<file path="config.mk">
export PLATFORM = sky130hd
export DESIGN_NAME = axi_write_master
export DESIGN_NICKNAME = d
export VERILOG_FILES = /design/src/rtl/axi_pkg.sv /design/src/rtl/axi_wm_timer.sv /design/src/rtl/axi_write_master.sv
export VERILOG_INCLUDE_DIRS = /design/src /design/src/rtl
export SDC_FILE = /design/constraint.sdc
export NUM_CORES = 1
export LEC_CHECK = 0
export CORE_MARGIN = 1.5
export CORE_UTILIZATION = 35
export CTS_CLUSTER_SIZE = 30
export DETAILED_ROUTE_END_ITERATION = 7
export PLACE_DENSITY_LB_ADDON = 0.3
export SYNTH_ARGS = -nofsm -noshare
export SYNTH_HDL_FRONTEND = slang
export SYNTH_SLANG_ARGS = --single-unit
</file>
<file path="constraint.sdc">
create_clock -name clk -period 1.5 [get_ports clk]
set_input_delay 0.15 -clock clk [delete_from_list [all_inputs] [get_ports clk]]
set_output_delay 0.15 -clock clk [all_outputs]
set_load 0.01 [all_outputs]
</file>
<file path="src/rtl/AXI_define.svh">
// AXI widths and encodings shared by the write master and its bench.
`ifndef AXI_DEFINE_SVH
`define AXI_DEFINE_SVH
`define AXI_ADDR_BITS  32
`define AXI_LEN_BITS   8
`define AXI_ID_BITS    4
`define AXI_DATA_BITS  32
`define AXI_STRB_BITS  4
`define AXI_SIZE_BITS  3
`define AXI_BURST_BITS 2
`define AXI_RESP_BITS  2
`define AXI_BURST_INC  2'b01
`endif

</file>
<file path="src/rtl/axi_pkg.sv">
// Shared AXI types and constants for the write master.
package axi_pkg;
`include "AXI_define.svh"

  localparam int AXI_ADDR_W = `AXI_ADDR_BITS;
  localparam int AXI_LEN_W  = `AXI_LEN_BITS;
  localparam int AXI_ID_W   = `AXI_ID_BITS;
  localparam int AXI_DATA_W = `AXI_DATA_BITS;
  localparam int AXI_STRB_W = `AXI_STRB_BITS;

  localparam logic [1:0] AXI_RESP_OKAY   = 2'b00;
  localparam logic [1:0] AXI_RESP_SLVERR = 2'b10;
  localparam logic [1:0] AXI_RESP_DECERR = 2'b11;
  localparam logic [2:0] AXI_SIZE_4B     = 3'b010;
  localparam logic [1:0] AXI_BURST_INC   = `AXI_BURST_INC;

  typedef enum logic [2:0] {
    ST_IDLE,
    ST_ADDR,
    ST_DATA,
    ST_RESP_WAIT,
    ST_REPORT
  } wm_state_e;
endpackage

</file>
<file path="src/rtl/axi_wm_timer.sv">
// Response-wait timer: cleared outside the wait state, counts while enabled.
module axi_wm_timer #(
  parameter int LIMIT = 1024,
  parameter int CNT_W = 11
) (
  input  logic clk,
  input  logic rst,
  input  logic clear,
  input  logic enable,
  output logic expired
);
  localparam logic [CNT_W-1:0] LAST = CNT_W'((LIMIT == 0) ? 0 : LIMIT - 1);

  logic [CNT_W-1:0] cnt_reg;

  always_ff @(posedge clk or negedge rst) begin
    if (!rst) begin
      cnt_reg <= '0;
    end else if (clear) begin
      cnt_reg <= '0;
    end else if (enable) begin
      cnt_reg <= cnt_reg + 1'b1;
    end
  end

  // A zero limit means wait forever.
  assign expired = (LIMIT != 0) && enable && (cnt_reg == LAST);
endmodule

</file>
<file path="src/rtl/axi_write_master.sv">
// AXI write initiator: one command -> AW, W beats (pass-through), B -> response record.
`include "AXI_define.svh"
module axi_write_master
  import axi_pkg::*;
#(
  parameter int TIMEOUT_CYCLES = 1024,
  parameter int CNT_W          = 11
) (
  input  logic                       clk,
  input  logic                       rst,
  input  logic                       cmd_valid,
  output logic                       cmd_ready,
  input  logic [`AXI_ADDR_BITS-1:0]  cmd_addr,
  input  logic [`AXI_LEN_BITS-1:0]   cmd_len,
  input  logic [`AXI_ID_BITS-1:0]    cmd_id,
  input  logic                       wd_valid,
  output logic                       wd_ready,
  input  logic [`AXI_DATA_BITS-1:0]  wd_data,
  input  logic [`AXI_STRB_BITS-1:0]  wd_strb,
  output logic                       rsp_valid,
  input  logic                       rsp_ready,
  output logic [1:0]                 rsp_resp,
  output logic [`AXI_ID_BITS-1:0]    rsp_id,
  output logic                       rsp_timeout,
  output logic [`AXI_ID_BITS-1:0]    AWID_M,
  output logic [`AXI_ADDR_BITS-1:0]  AWADDR_M,
  output logic [`AXI_LEN_BITS-1:0]   AWLEN_M,
  output logic [`AXI_SIZE_BITS-1:0]  AWSIZE_M,
  output logic [`AXI_BURST_BITS-1:0] AWBURST_M,
  output logic                       AWVALID_M,
  input  logic                       AWREADY_M,
  output logic [`AXI_DATA_BITS-1:0]  WDATA_M,
  output logic [`AXI_STRB_BITS-1:0]  WSTRB_M,
  output logic                       WLAST_M,
  output logic                       WVALID_M,
  input  logic                       WREADY_M,
  input  logic [`AXI_ID_BITS-1:0]    BID_M,
  input  logic [`AXI_RESP_BITS-1:0]  BRESP_M,
  input  logic                       BVALID_M,
  output logic                       BREADY_M
);
  wm_state_e state_reg, state_next;

  logic [`AXI_ADDR_BITS-1:0] addr_reg;
  logic [`AXI_LEN_BITS-1:0]  len_reg;
  logic [`AXI_ID_BITS-1:0]   id_reg;
  logic [`AXI_LEN_BITS-1:0]  beat_cnt_reg;
  logic [1:0]                rsp_resp_reg;
  logic [`AXI_ID_BITS-1:0]   rsp_id_reg;
  logic                      rsp_timeout_reg;

  logic last_beat;
  logic timer_clr;
  logic timer_en;
  logic timer_expired;

  axi_wm_timer #(
    .LIMIT(TIMEOUT_CYCLES),
    .CNT_W(CNT_W)
  ) u_timer (
    .clk    (clk),
    .rst    (rst),
    .clear  (timer_clr),
    .enable (timer_en),
    .expired(timer_expired)
  );

  assign last_beat = (beat_cnt_reg == len_reg);

  always_ff @(posedge clk or negedge rst) begin
    if (!rst) begin
      state_reg <= ST_IDLE;
    end else begin
      state_reg <= state_next;
    end
  end

  always_comb begin
    state_next = state_reg;
    cmd_ready  = 1'b0;
    AWVALID_M  = 1'b0;
    WVALID_M   = 1'b0;
    wd_ready   = 1'b0;
    WLAST_M    = 1'b0;
    BREADY_M   = 1'b0;
    timer_clr  = 1'b1;
    timer_en   = 1'b0;
    case (state_reg)
      ST_IDLE: begin
        cmd_ready = 1'b1;
        // Stray or late B beats are drained and dropped here.
        BREADY_M  = 1'b1;
        if (cmd_valid) state_next = ST_ADDR;
      end
      ST_ADDR: begin
        AWVALID_M = 1'b1;
        if (AWREADY_M) state_next = ST_DATA;
      end
      ST_DATA: begin
        WVALID_M = wd_valid;
        wd_ready = WREADY_M;
        WLAST_M  = last_beat;
        if (wd_valid && WREADY_M && last_beat) state_next = ST_RESP_WAIT;
      end
      ST_RESP_WAIT: begin
        BREADY_M  = 1'b1;
        timer_clr = 1'b0;
        timer_en  = 1'b1;
        if (BVALID_M || timer_expired) state_next = ST_REPORT;
      end
      ST_REPORT: begin
        if (rsp_ready) state_next = ST_IDLE;
      end
      default: state_next = ST_IDLE;
    endcase
  end

  always_ff @(posedge clk or negedge rst) begin
    if (!rst) begin
      addr_reg        <= '0;
      len_reg         <= '0;
      id_reg          <= '0;
      beat_cnt_reg    <= '0;
      rsp_resp_reg    <= '0;
      rsp_id_reg      <= '0;
      rsp_timeout_reg <= 1'b0;
    end else begin
      if (state_reg == ST_IDLE && cmd_valid) begin
        addr_reg     <= cmd_addr;
        len_reg      <= cmd_len;
        id_reg       <= cmd_id;
        beat_cnt_reg <= '0;
      end
      if (state_reg == ST_DATA && wd_valid && WREADY_M) begin
        beat_cnt_reg <= beat_cnt_reg + 1'b1;
      end
      // A B beat arriving on the expiry cycle still counts as a real response.
      if (state_reg == ST_RESP_WAIT) begin
        if (BVALID_M) begin
          rsp_resp_reg    <= BRESP_M;
          rsp_id_reg      <= BID_M;
          rsp_timeout_reg <= 1'b0;
        end else if (timer_expired) begin
          rsp_resp_reg    <= AXI_RESP_DECERR;
          rsp_id_reg      <= id_reg;
          rsp_timeout_reg <= 1'b1;
        end
      end
    end
  end

  assign AWID_M      = id_reg;
  assign AWADDR_M    = addr_reg;
  assign AWLEN_M     = len_reg;
  assign AWSIZE_M    = AXI_SIZE_4B;
  assign AWBURST_M   = AXI_BURST_INC;
  assign WDATA_M     = wd_data;
  assign WSTRB_M     = wd_strb;
  assign rsp_valid   = (state_reg == ST_REPORT);
  assign rsp_resp    = rsp_resp_reg;
  assign rsp_id      = rsp_id_reg;
  assign rsp_timeout = rsp_timeout_reg;
endmodule

</file>
### Word level (Yosys, flattened, before mapping)

Cells that the tools add are included.

| operators by class | value |
|---|---|
| add/sub/neg operators | 2 |
| equality and inequality tests | 12 |
| multiplexer cells | 23 |
| reductions and logical operators | 13 |

Operators with widths:

| cell | number |
|---|---|
| $mux 11 | 2 |
| $mux 8 | 2 |
| $mux 3 | 5 |
| $pmux 3 s5 | 1 |
| $add 11x1->11 const B | 1 |
| $eq 11x10->1 const B | 1 |
| $ne 2x2->1 const B | 5 |
| $mux 1 | 9 |
| $add 8x1->8 const B | 1 |
| $eq 8x8->1 | 1 |
| $mux 4 | 2 |
| $eq 3x2->1 const B | 2 |
| $logic_and 1x1->1 | 6 |
| $reduce_and 5->1 | 1 |
| $mux 2 | 2 |
| $reduce_bool 2->1 | 2 |
| $eq 3x1->1 const B | 1 |
| $eq 3x3->1 const B | 1 |
| $logic_not 3->1 | 1 |
| $ne 2x1->1 const B | 1 |
| $reduce_and 2->1 | 1 |
| $reduce_or 2->1 | 1 |
| $logic_or 1x1->1 | 1 |

| word-level totals | value |
|---|---|
| bits in registers | 73 |
| bits of input ports | 94 |
| output and inout bits | 99 |
| word-level logic and storage cells | 59 |

### Longest topological paths before layout

Gate-level depths: netlist (run 1).

| logic depth | value |
|---|---|
| depth after elaboration | 6 |
| depth in mapped cells | 7 |
| depth with buffers taken out | 5 |

### Cells and area by module

Synthesis (run 1) repeated with hierarchy kept, for this count alone.

| unflattened totals | value |
|---|---|
| cell total of the unflattened synthesis | 390 |
| area, all modules | 3,538.4 um^2 |

Modules (own cells, without submodules):

| module | times used | cells each | area an instance (um^2) | seq. area each (um^2) |
|---|---|---|---|---|
| axi_write_master | 1 | 334 | 2,974.1 | 1,551.5 |
| axi_wm_timer | 1 | 56 | 564.3 | 275.3 |

### Least setup slack after synthesis (run 1)

No wires, ideal clock.

| path | value |
|---|---|
| path type | register -> register |
| start point | register state_reg[0] |
| end point | register addr_reg[10] (netlist: AWADDR_M[10]) |
| setup time | 0.117 ns |
| data arrival time | 1.476 ns |
| data required time | 1.383 ns |
| slack | -0.093 ns |
| stages on the path, launching flop included | 8 |
| path buffers | 3 |
| clock period less this slack | 1.593 ns |
| cells stage by stage | dfrtp_1 > buf_2 > nor3_1 > nand2_1 > clkbuf_8 > clkbuf_1 > nand2_1 > nand2_1 |

| on the way | value |
|---|---|
| cells in the longest elaborated chain, start to end | 2 |

Ends and longest elaborated chain:

| element | line | RTL |
|---|---|---|
| from (decl) | axi_write_master.sv:42 | `wm_state_e state_reg, state_next;` |
| from (signal assigned) | axi_write_master.sv:74 | `state_reg <= state_next;` |
| $logic_not 3->1 | axi_write_master.sv:128 | `if (state_reg == ST_IDLE && cmd_valid) begin` |
| $logic_and 1x1->1 | axi_write_master.sv:128 |  |
| to (signal assigned) | axi_write_master.sv:129 | `addr_reg <= cmd_addr;` |
| to (decl) | axi_write_master.sv:44 | `` logic [`AXI_ADDR_BITS-1:0] addr_reg; `` |

Every way passes these cells.
A chain may end at the register's enable or synchronous reset.

### Final worst setup path (run 1)

| path | value |
|---|---|
| start point | register beat_cnt_reg[7] |
| end point | output port WLAST_M |

| on the way | value |
|---|---|
| cells in the longest elaborated chain, start to end | 2 |

Ends and longest elaborated chain:

| element | line | RTL |
|---|---|---|
| from (decl) | axi_write_master.sv:47 | `` logic [`AXI_LEN_BITS-1:0] beat_cnt_reg; `` |
| from (signal assigned) | axi_write_master.sv:135 | `beat_cnt_reg <= beat_cnt_reg + 1'b1;` |
| $eq 8x8->1 | axi_write_master.sv:68 | `assign last_beat = (beat_cnt_reg == len_reg);` |
| $mux 1 | axi_write_master.sv:88 | `case (state_reg)` |
| to (decl) | axi_write_master.sv:34 | `output logic WLAST_M,` |

Every way passes these cells.

==> flow_results.xml, run 1 <==
<?xml version="1.0" encoding="UTF-8"?>
<metrics>
  <group name="yosys">
    <metric name="synthesized_flop_and_latch_total" unit="">73</metric>
    <metric name="post_synth_num_cell_types" unit="">40</metric>
    <metric name="ys_dominant_reg_cell" unit="">dfrtp_1</metric>
    <metric name="ys_async_sr_fraction" unit="">1.000</metric>
    <metric name="synth_edf_count" unit="">0</metric>
    <metric name="syn-instance-count" unit="">391</metric>
    <metric name="synth_top_cell_area_share" unit="">0.5163</metric>
    <metric name="synth.yosys.warnings" unit="">0</metric>
    <metric name="synth_area_per_cell" unit="um^2">9.050</metric>
    <metric name="yosys-top-cells-area" unit="">dfrtp_1 52%, nand2_1 15%, buf_4 8.9%</metric>
    <metric name="synthesis.area" unit="um^2">3538</metric>
    <metric name="sequential_area_share_after_synthesis" unit="">0.5163</metric>
    <metric name="synth_area_leader_cell" unit="">dfrtp_1</metric>
  </group>
  <group name="timing">
    <metric name="min_period_over_period" unit="">1.197</metric>
    <metric name="timing.final.hold_violations" unit="">0</metric>
    <metric name="drv_slew" unit="">0</metric>
    <metric name="rsz0062_at_grt" unit="">true</metric>
    <metric name="max_clock_freq" unit="GHz">0.5570</metric>
    <metric name="timing.final.crit_period" unit="ps">1795</metric>
    <metric name="setup_slack_after_layout" unit="ps">-295.5</metric>
    <metric name="final.setup_skew" unit="ps">9.918</metric>
    <metric name="setup-violations-final" unit="">61</metric>
    <metric name="hold-worst-slack" unit="ps">287.7</metric>
  </group>
  <group name="cells_and_area">
    <metric name="largest_register_ffs" unit="">32</metric>
    <metric name="layout.filler_cells" unit="">859</metric>
    <metric name="final_layout_size_suffix_gt1_frac" unit="">0.3817</metric>
    <metric name="area_overhead_of_the_layout_relative_to_synthesis" unit="%">68.78</metric>
    <metric name="antenna_cells" unit="">0</metric>
    <metric name="postLayoutCellArea" unit="um^2">5972</metric>
    <metric name="final_cell_mix" unit="">94 x clkdlybuf4s50_1, 73 x dfrtp_1, 73 x nand2_1, 52 x nand2_2, 44 x buf_4</metric>
    <metric name="layout.nets" unit="">636</metric>
    <metric name="layout.cells.most_common" unit="">clkdlybuf4s50_1</metric>
  </group>
  <group name="global_route">
    <metric name="grt_antenna_before_repair" unit="">0</metric>
    <metric name="wire_length_of_the_first_global_routing_pass" unit="um">16610</metric>
    <metric name="number_of_global_route_vias_before_repair" unit="">3237</metric>
    <metric name="grt_use_total" unit="">0.1957</metric>
    <metric name="grt_max_degree" unit="">33</metric>
    <metric name="global_route.overflow_total" unit="">0</metric>
  </group>
  <group name="placed_design">
    <metric name="place.port_buffers" unit="">115</metric>
    <metric name="gp_congestion" unit="">0.7971</metric>
    <metric name="place_worst_setup_slack" unit="ps">-385.5</metric>
    <metric name="placedInstanceArea" unit="um^2">4840</metric>
    <metric name="place.detailed.hpwl" unit="um">6138</metric>
  </group>
  <group name="clock_tree">
    <metric name="cts-root-to-sink-buffers" unit="">2</metric>
    <metric name="clock_input_transition_at_the_sequential_cells_of_the_worst_setup_and_hold_paths" unit="ps">80</metric>
    <metric name="h-tree-depth" unit="">3</metric>
    <metric name="numCtsBuffers" unit="">9</metric>
    <metric name="cts_tree" unit="">built</metric>
    <metric name="clock_sink_count" unit="">73</metric>
    <metric name="cts_root_buf" unit="">clkbuf_8</metric>
    <metric name="clk-insertion-delay-late" unit="ps">350</metric>
  </group>
  <group name="critical_path">
    <metric name="worst_ep_arrival_time" unit="ps">1650</metric>
    <metric name="critPathRequiredTime" unit="ps">1350</metric>
    <metric name="criticalPathCategory" unit="">flip-flop to output pin</metric>
    <metric name="crit_path_start_kind" unit="">flip-flop</metric>
    <metric name="worstPathMaxFanout" unit="">2</metric>
    <metric name="cp-end-kind" unit="">output pin</metric>
  </group>
  <group name="pwr">
    <metric name="power.static_leakage" unit="uW">0.002872</metric>
    <metric name="power-per-cell-area" unit="nW/um^2">1780</metric>
    <metric name="clock_power_share" unit="">0.127</metric>
    <metric name="combinationalPowerShare" unit="">0.563</metric>
    <metric name="internal-power" unit="uW">6673</metric>
    <metric name="irDropWorstVdd" unit="uV">870.8</metric>
    <metric name="switching_power" unit="uW">3955</metric>
    <metric name="power_switching_share" unit="">0.3721</metric>
    <metric name="p_seq_frac" unit="">0.310</metric>
  </group>
  <group name="floorplanning">
    <metric name="core" unit="um^2">9774</metric>
    <metric name="top_level_ports" unit="">193</metric>
    <metric name="die_w" unit="um">103.5</metric>
    <metric name="die_h" unit="um">103.5</metric>
    <metric name="floorplan.rows" unit="">36</metric>
    <metric name="initial_utilization" unit="">0.3620</metric>
    <metric name="total_die_area" unit="um^2">10720</metric>
  </group>
  <group name="route">
    <metric name="dr_total_vias" unit="">3156</metric>
    <metric name="post_drt_wl_per_cell" unit="um">15.20</metric>
    <metric name="detail_route.iter0.violations" unit="">98</metric>
    <metric name="detail_route.vias_per_cell" unit="">4.655</metric>
    <metric name="postRouteWirelength" unit="um">10310</metric>
    <metric name="drc" unit="">0</metric>
    <metric name="ant_nets" unit="">0</metric>
    <metric name="drt-pass1-iter-count" unit="">4</metric>
  </group>
  <group name="job">
    <metric name="timing.max_cap.violations" unit="">0</metric>
  </group>
  <group name="run_status">
    <metric name="result_of_the_run" unit="">complete, but fails checks</metric>
    <metric name="failed_checks" unit="">negative setup slack</metric>
  </group>
  <group name="worst_hold_path">
    <metric name="worstHoldPathType" unit="">input pin to asynchronous set/reset pin</metric>
  </group>
</metrics>
## per-stage QoR
step	utilization	TNS, ps	total power, uW	instances
floorplan	-	-77.99	5017	394
global placement	0.4951	-3267	7329	624
detailed placement	0.4951	-4085	7397	624
CTS	0.5810	-8947	10150	672
global route	0.6110	-11570	11280	678
finish	0.6110	-7500	10630	678
## cell usage after synthesis, types with 2 or more instances
cell        n
ha_1        2
xnor2_1     5
a31oi_1     7
nor3_1      5
inv_1      10
buf_4      42
nor2_1     10
nand2_1   146
xor2_1     10
or3_1       2
mux2i_1     8
and2_1      2
clkbuf_1   12
nand3_1     7
conb_1      2
a21oi_1    16
o21ai_0     5
nor4_1      2
and3_1      2
dfrtp_1    73
buf_2       3
nand4_1     2
## area by class of cell
class,instances,area (um^2),share of cell area
sequential,73,1827,0.3059
inverter,10,37.54,0.006285
tap,133,166.4,0.02787
multi-input combinational,253,1728,0.2893
clock buffer,9,123.9,0.02074
timing repair buffer,193,2044,0.3423
clock inverter,7,45.04,0.007542
## per-layer routing
metal | up-vias | GRT usage | share of wire
met5 | - | 0 | 0
met4 | 0 | 0.08929 | 0.019
met3 | 26 | 0.04657 | 0.060
met2 | 93 | 0.3310 | 0.51
met1 | 1524 | 0.2366 | 0.41
li1 | 1513 | - | -
## power groups by stage
stage	clock network [uW]	registers, uW	logic [uW]
2_1_floorplan	0	3460	1560
3_3_place_gp	0	3130	4200
3_5_place_dp	0	3150	4240
4_1_cts	1390	3170	5590
5_1_grt	1480	3380	6420
6_report	1350	3290	5980
## worst max-delay path, stage by stage, from the launching register on
cell and delay [ps]:
dfrtp_1 390, xor2_1 170, nor4_2 310, buf_4 160, and3_4 170, buf_6 90
## kinds of logic after synthesis
family	count (synthesis)	synth area share
muxes	8	0.02263
AOI/OAI and AO/OA	33	0.05941
buffers and inverters	69	0.1238
other	2	0.002122
adders and majority gates	2	0.007071
and+or+nand+nor	189	0.2316
xor gates and xnor gates	15	0.03713
DFF	73	0.5163
## final timing paths
kind / to / cells past startpoint / startpoint / slack, ps
max: WLAST_M / 5 / beat_cnt_reg[7]$_DFFE_PN0P_ / -300
min: beat_cnt_reg[3]$_DFFE_PN0P_ / 2 / rst / 290
max reg2reg: beat_cnt_reg[6]$_DFFE_PN0P_ / 5 / state_reg[2]$_DFFE_PN0P_ / -240
min reg2reg: AWADDR_M[8]$_DFFE_PN0P_ / 2 / AWADDR_M[8]$_DFFE_PN0P_ / 490
max in group asynchronous: u_timer.cnt_reg[7]$_DFF_PN0_ / 3 / rst / 680
min in group clk: WDATA_M[12] / 0 / wd_data[12] / 300
## timing repair
item,4_1_cts,5_1_grt
setup endpoints to repair,74,71
setup buffers,20,17
gates resized for setup,122,94
hold buffers,1,0
cloned,11,0
hold endpoints to repair,29,0
pin swaps,64,64
Note: power is estimated with default switching activity, not from simulation.
==> inputs of run 2 (changes only) <==
- CORE_UTILIZATION: 35 -> 28
- CTS_CLUSTER_SIZE: 30 -> not set
==> flow_results.xml, run 2 (same netlist as run 1, synthesis figures left out) <==
<?xml version="1.0" encoding="UTF-8"?>
<metrics>
  <group name="run_status">
    <metric name="result_of_the_run" unit="">complete, but fails checks</metric>
    <metric name="failed_checks" unit="">negative setup slack</metric>
  </group>
  <group name="critical_path">
    <metric name="critPathRequiredTime" unit="ps">1710</metric>
    <metric name="worst_ep_arrival_time" unit="ps">2000</metric>
    <metric name="criticalPathCategory" unit="">flip-flop to flip-flop</metric>
    <metric name="crit_path_start_kind" unit="">flip-flop</metric>
    <metric name="worstPathMaxFanout" unit="">3</metric>
    <metric name="cp-end-kind" unit="">flip-flop</metric>
  </group>
  <group name="cells_and_area">
    <metric name="layout.filler_cells" unit="">1084</metric>
    <metric name="layout.cells.most_common" unit="">clkdlybuf4s50_1</metric>
    <metric name="area_overhead_of_the_layout_relative_to_synthesis" unit="%">77.83</metric>
    <metric name="largest_register_ffs" unit="">32</metric>
    <metric name="final_cell_mix" unit="">96 x clkdlybuf4s50_1, 72 x dfrtp_1, 65 x nand2_2, 57 x nand2_1, 46 x buf_4</metric>
    <metric name="antenna_cells" unit="">0</metric>
    <metric name="final_layout_size_suffix_gt1_frac" unit="">0.4124</metric>
    <metric name="layout.nets" unit="">639</metric>
  </group>
  <group name="clock_tree">
    <metric name="clock_sink_count" unit="">73</metric>
    <metric name="clock_input_transition_at_the_sequential_cells_of_the_worst_setup_and_hold_paths" unit="ps">60</metric>
    <metric name="cts-root-to-sink-buffers" unit="">2</metric>
    <metric name="cts_root_buf" unit="">clkbuf_16</metric>
    <metric name="numCtsBuffers" unit="">9</metric>
    <metric name="h-tree-depth" unit="">3</metric>
    <metric name="clk-insertion-delay-late" unit="ps">330</metric>
    <metric name="cts_tree" unit="">built</metric>
  </group>
  <group name="placed_design">
    <metric name="place_worst_setup_slack" unit="ps">-425.0</metric>
    <metric name="place.port_buffers" unit="">115</metric>
    <metric name="place.detailed.hpwl" unit="um">6270</metric>
    <metric name="gp_congestion" unit="">0.8028</metric>
  </group>
  <group name="floorplanning">
    <metric name="total_die_area" unit="um^2">13320</metric>
    <metric name="core" unit="um^2">12160</metric>
    <metric name="die_h" unit="um">115.4</metric>
    <metric name="initial_utilization" unit="">0.2909</metric>
    <metric name="top_level_ports" unit="">193</metric>
    <metric name="floorplan.rows" unit="">40</metric>
    <metric name="die_w" unit="um">115.4</metric>
  </group>
  <group name="timing">
    <metric name="hold-worst-slack" unit="ps">268.3</metric>
    <metric name="min_period_over_period" unit="">1.192</metric>
    <metric name="timing.final.crit_period" unit="ps">1788</metric>
    <metric name="drv_slew" unit="">0</metric>
    <metric name="timing.final.hold_violations" unit="">0</metric>
    <metric name="setup_slack_after_layout" unit="ps">-288.4</metric>
    <metric name="finalSetupTns" unit="ps">-6816</metric>
    <metric name="setup-violations-final" unit="">59</metric>
    <metric name="rsz0062_at_grt" unit="">true</metric>
    <metric name="max_clock_freq" unit="GHz">0.5592</metric>
    <metric name="final.setup_skew" unit="ps">5.814</metric>
  </group>
  <group name="route">
    <metric name="postRouteWirelength" unit="um">11050</metric>
    <metric name="detail_route.vias_per_cell" unit="">4.376</metric>
    <metric name="drc" unit="">0</metric>
    <metric name="drt-pass1-iter-count" unit="">4</metric>
    <metric name="detail_route.iter0.violations" unit="">83</metric>
    <metric name="dr_total_vias" unit="">3133</metric>
    <metric name="post_drt_wl_per_cell" unit="um">15.43</metric>
    <metric name="ant_nets" unit="">0</metric>
  </group>
  <group name="global_route">
    <metric name="wire_length_of_the_first_global_routing_pass" unit="um">17160</metric>
    <metric name="number_of_global_route_vias_before_repair" unit="">3333</metric>
    <metric name="global_route.overflow_total" unit="">0</metric>
    <metric name="grt_use_total" unit="">0.1710</metric>
    <metric name="grt_max_degree" unit="">37</metric>
    <metric name="grt_antenna_before_repair" unit="">0</metric>
  </group>
  <group name="job">
    <metric name="timing.max_cap.violations" unit="">0</metric>
  </group>
  <group name="pwr">
    <metric name="finalPower" unit="uW">11880</metric>
    <metric name="power-per-cell-area" unit="nW/um^2">1889</metric>
    <metric name="power.static_leakage" unit="uW">0.003020</metric>
    <metric name="irDropWorstVdd" unit="uV">803.5</metric>
  </group>
  <group name="worst_hold_path">
    <metric name="worstHoldPathType" unit="">input pin to asynchronous set/reset pin</metric>
  </group>
</metrics>
run 2: changes by cell type in the layout (fill, tap and decap cells not counted), sizes merged:
cell	delta
buf	+3
bufinv	+2
clkbuf	+2
clkdlybuf4s50	+2
clkinv	-3
dlygate4sd2	-1
dlymetal6s2s	-1
inv	-1
run 2: where the power goes:
part	leakage [uW]	switching [uW]	total, uW	internal [uW]
registers	0.000928	571	3280	2710
logic	0.00193	2710	6260	3550
clock network	0.000162	807	2350	1540
total	0.00302	4090	11900	7800
run 2: final cells by class:
type / count / area [um^2] / area share
Timing Repair Buffer: 196 / 2120 / 0.3368
Sequential cell: 73 / 1828 / 0.2905
Multi-Input combinational cell: 253 / 1767 / 0.2808
Clock buffer: 11 / 252.7 / 0.04017
Tap cell: 168 / 210.2 / 0.03341
Clock inverter: 5 / 77.57 / 0.01233
Inverter: 10 / 37.54 / 0.005965
run 2: worst max-delay path, stage by stage, from the launching register on:
cell and delay, ps:
dfrtp_1 390, buf_6 120, buf_6 110, and4bb_4 340, nand2_2 80, or4_4 490
mux2i_1 130
run 2: per-stage QoR:
stage	instances	util	area (um^2)
5_1_grt	716	0.5174	6292
6_report	716	0.5174	6292
4_1_cts	712	0.4963	6036
2_1_floorplan	394	-	3555
3_3_place_gp	661	0.4017	4886
3_5_place_dp	661	0.4017	4886
run 2: worst paths after layout:
kind                                               start  cells after the start                     endpoint  slack [ps]
worst max-delay path            state_reg[2]$_DFFE_PN0P_                      6  beat_cnt_reg[6]$_DFFE_PN0P_        -290
min in group clk                              wd_data[0]                      0                   WDATA_M[0]         300
worst min-delay path                                 rst                      2       AWLEN_M[3]$_DFFE_PN0P_         270
max in group asynchronous                            rst                      3      AWADDR_M[3]$_DFFE_PN0P_         700
worst max register to register  state_reg[2]$_DFFE_PN0P_                      6  beat_cnt_reg[6]$_DFFE_PN0P_        -290
worst min register to register   AWADDR_M[2]$_DFFE_PN0P_                      2      AWADDR_M[2]$_DFFE_PN0P_         470
run 2: routing by layer:
layer	wire length [um]	vias up	track usage
li1	-	1514	-
met1	4563	1513	0.2041
met2	5704	86	0.2966
met3	585	20	0.03818
met4	198	0	0.07407
met5	0	-	0
run 2: timing repair:
| action | CTS | global route |
|---|---|---|
| hold buffers | 1 | 0 |
| setup buffers | 25 | 10 |
| endpoints found under the hold margin | 22 | 0 |
| pin swaps | 75 | 66 |
| resized for setup | 137 | 87 |
| gates cloned | 13 | 1 |
| endpoints found under the setup margin | 65 | 70 |
==> inputs of run 3 (changes only) <==
- ABC_CLOCK_PERIOD_IN_PS: not set -> 1500
- SLEW_MARGIN: not set -> 20
==> results of run 3 <==
Final layout, timing and power as in run 2 (identical DEF).
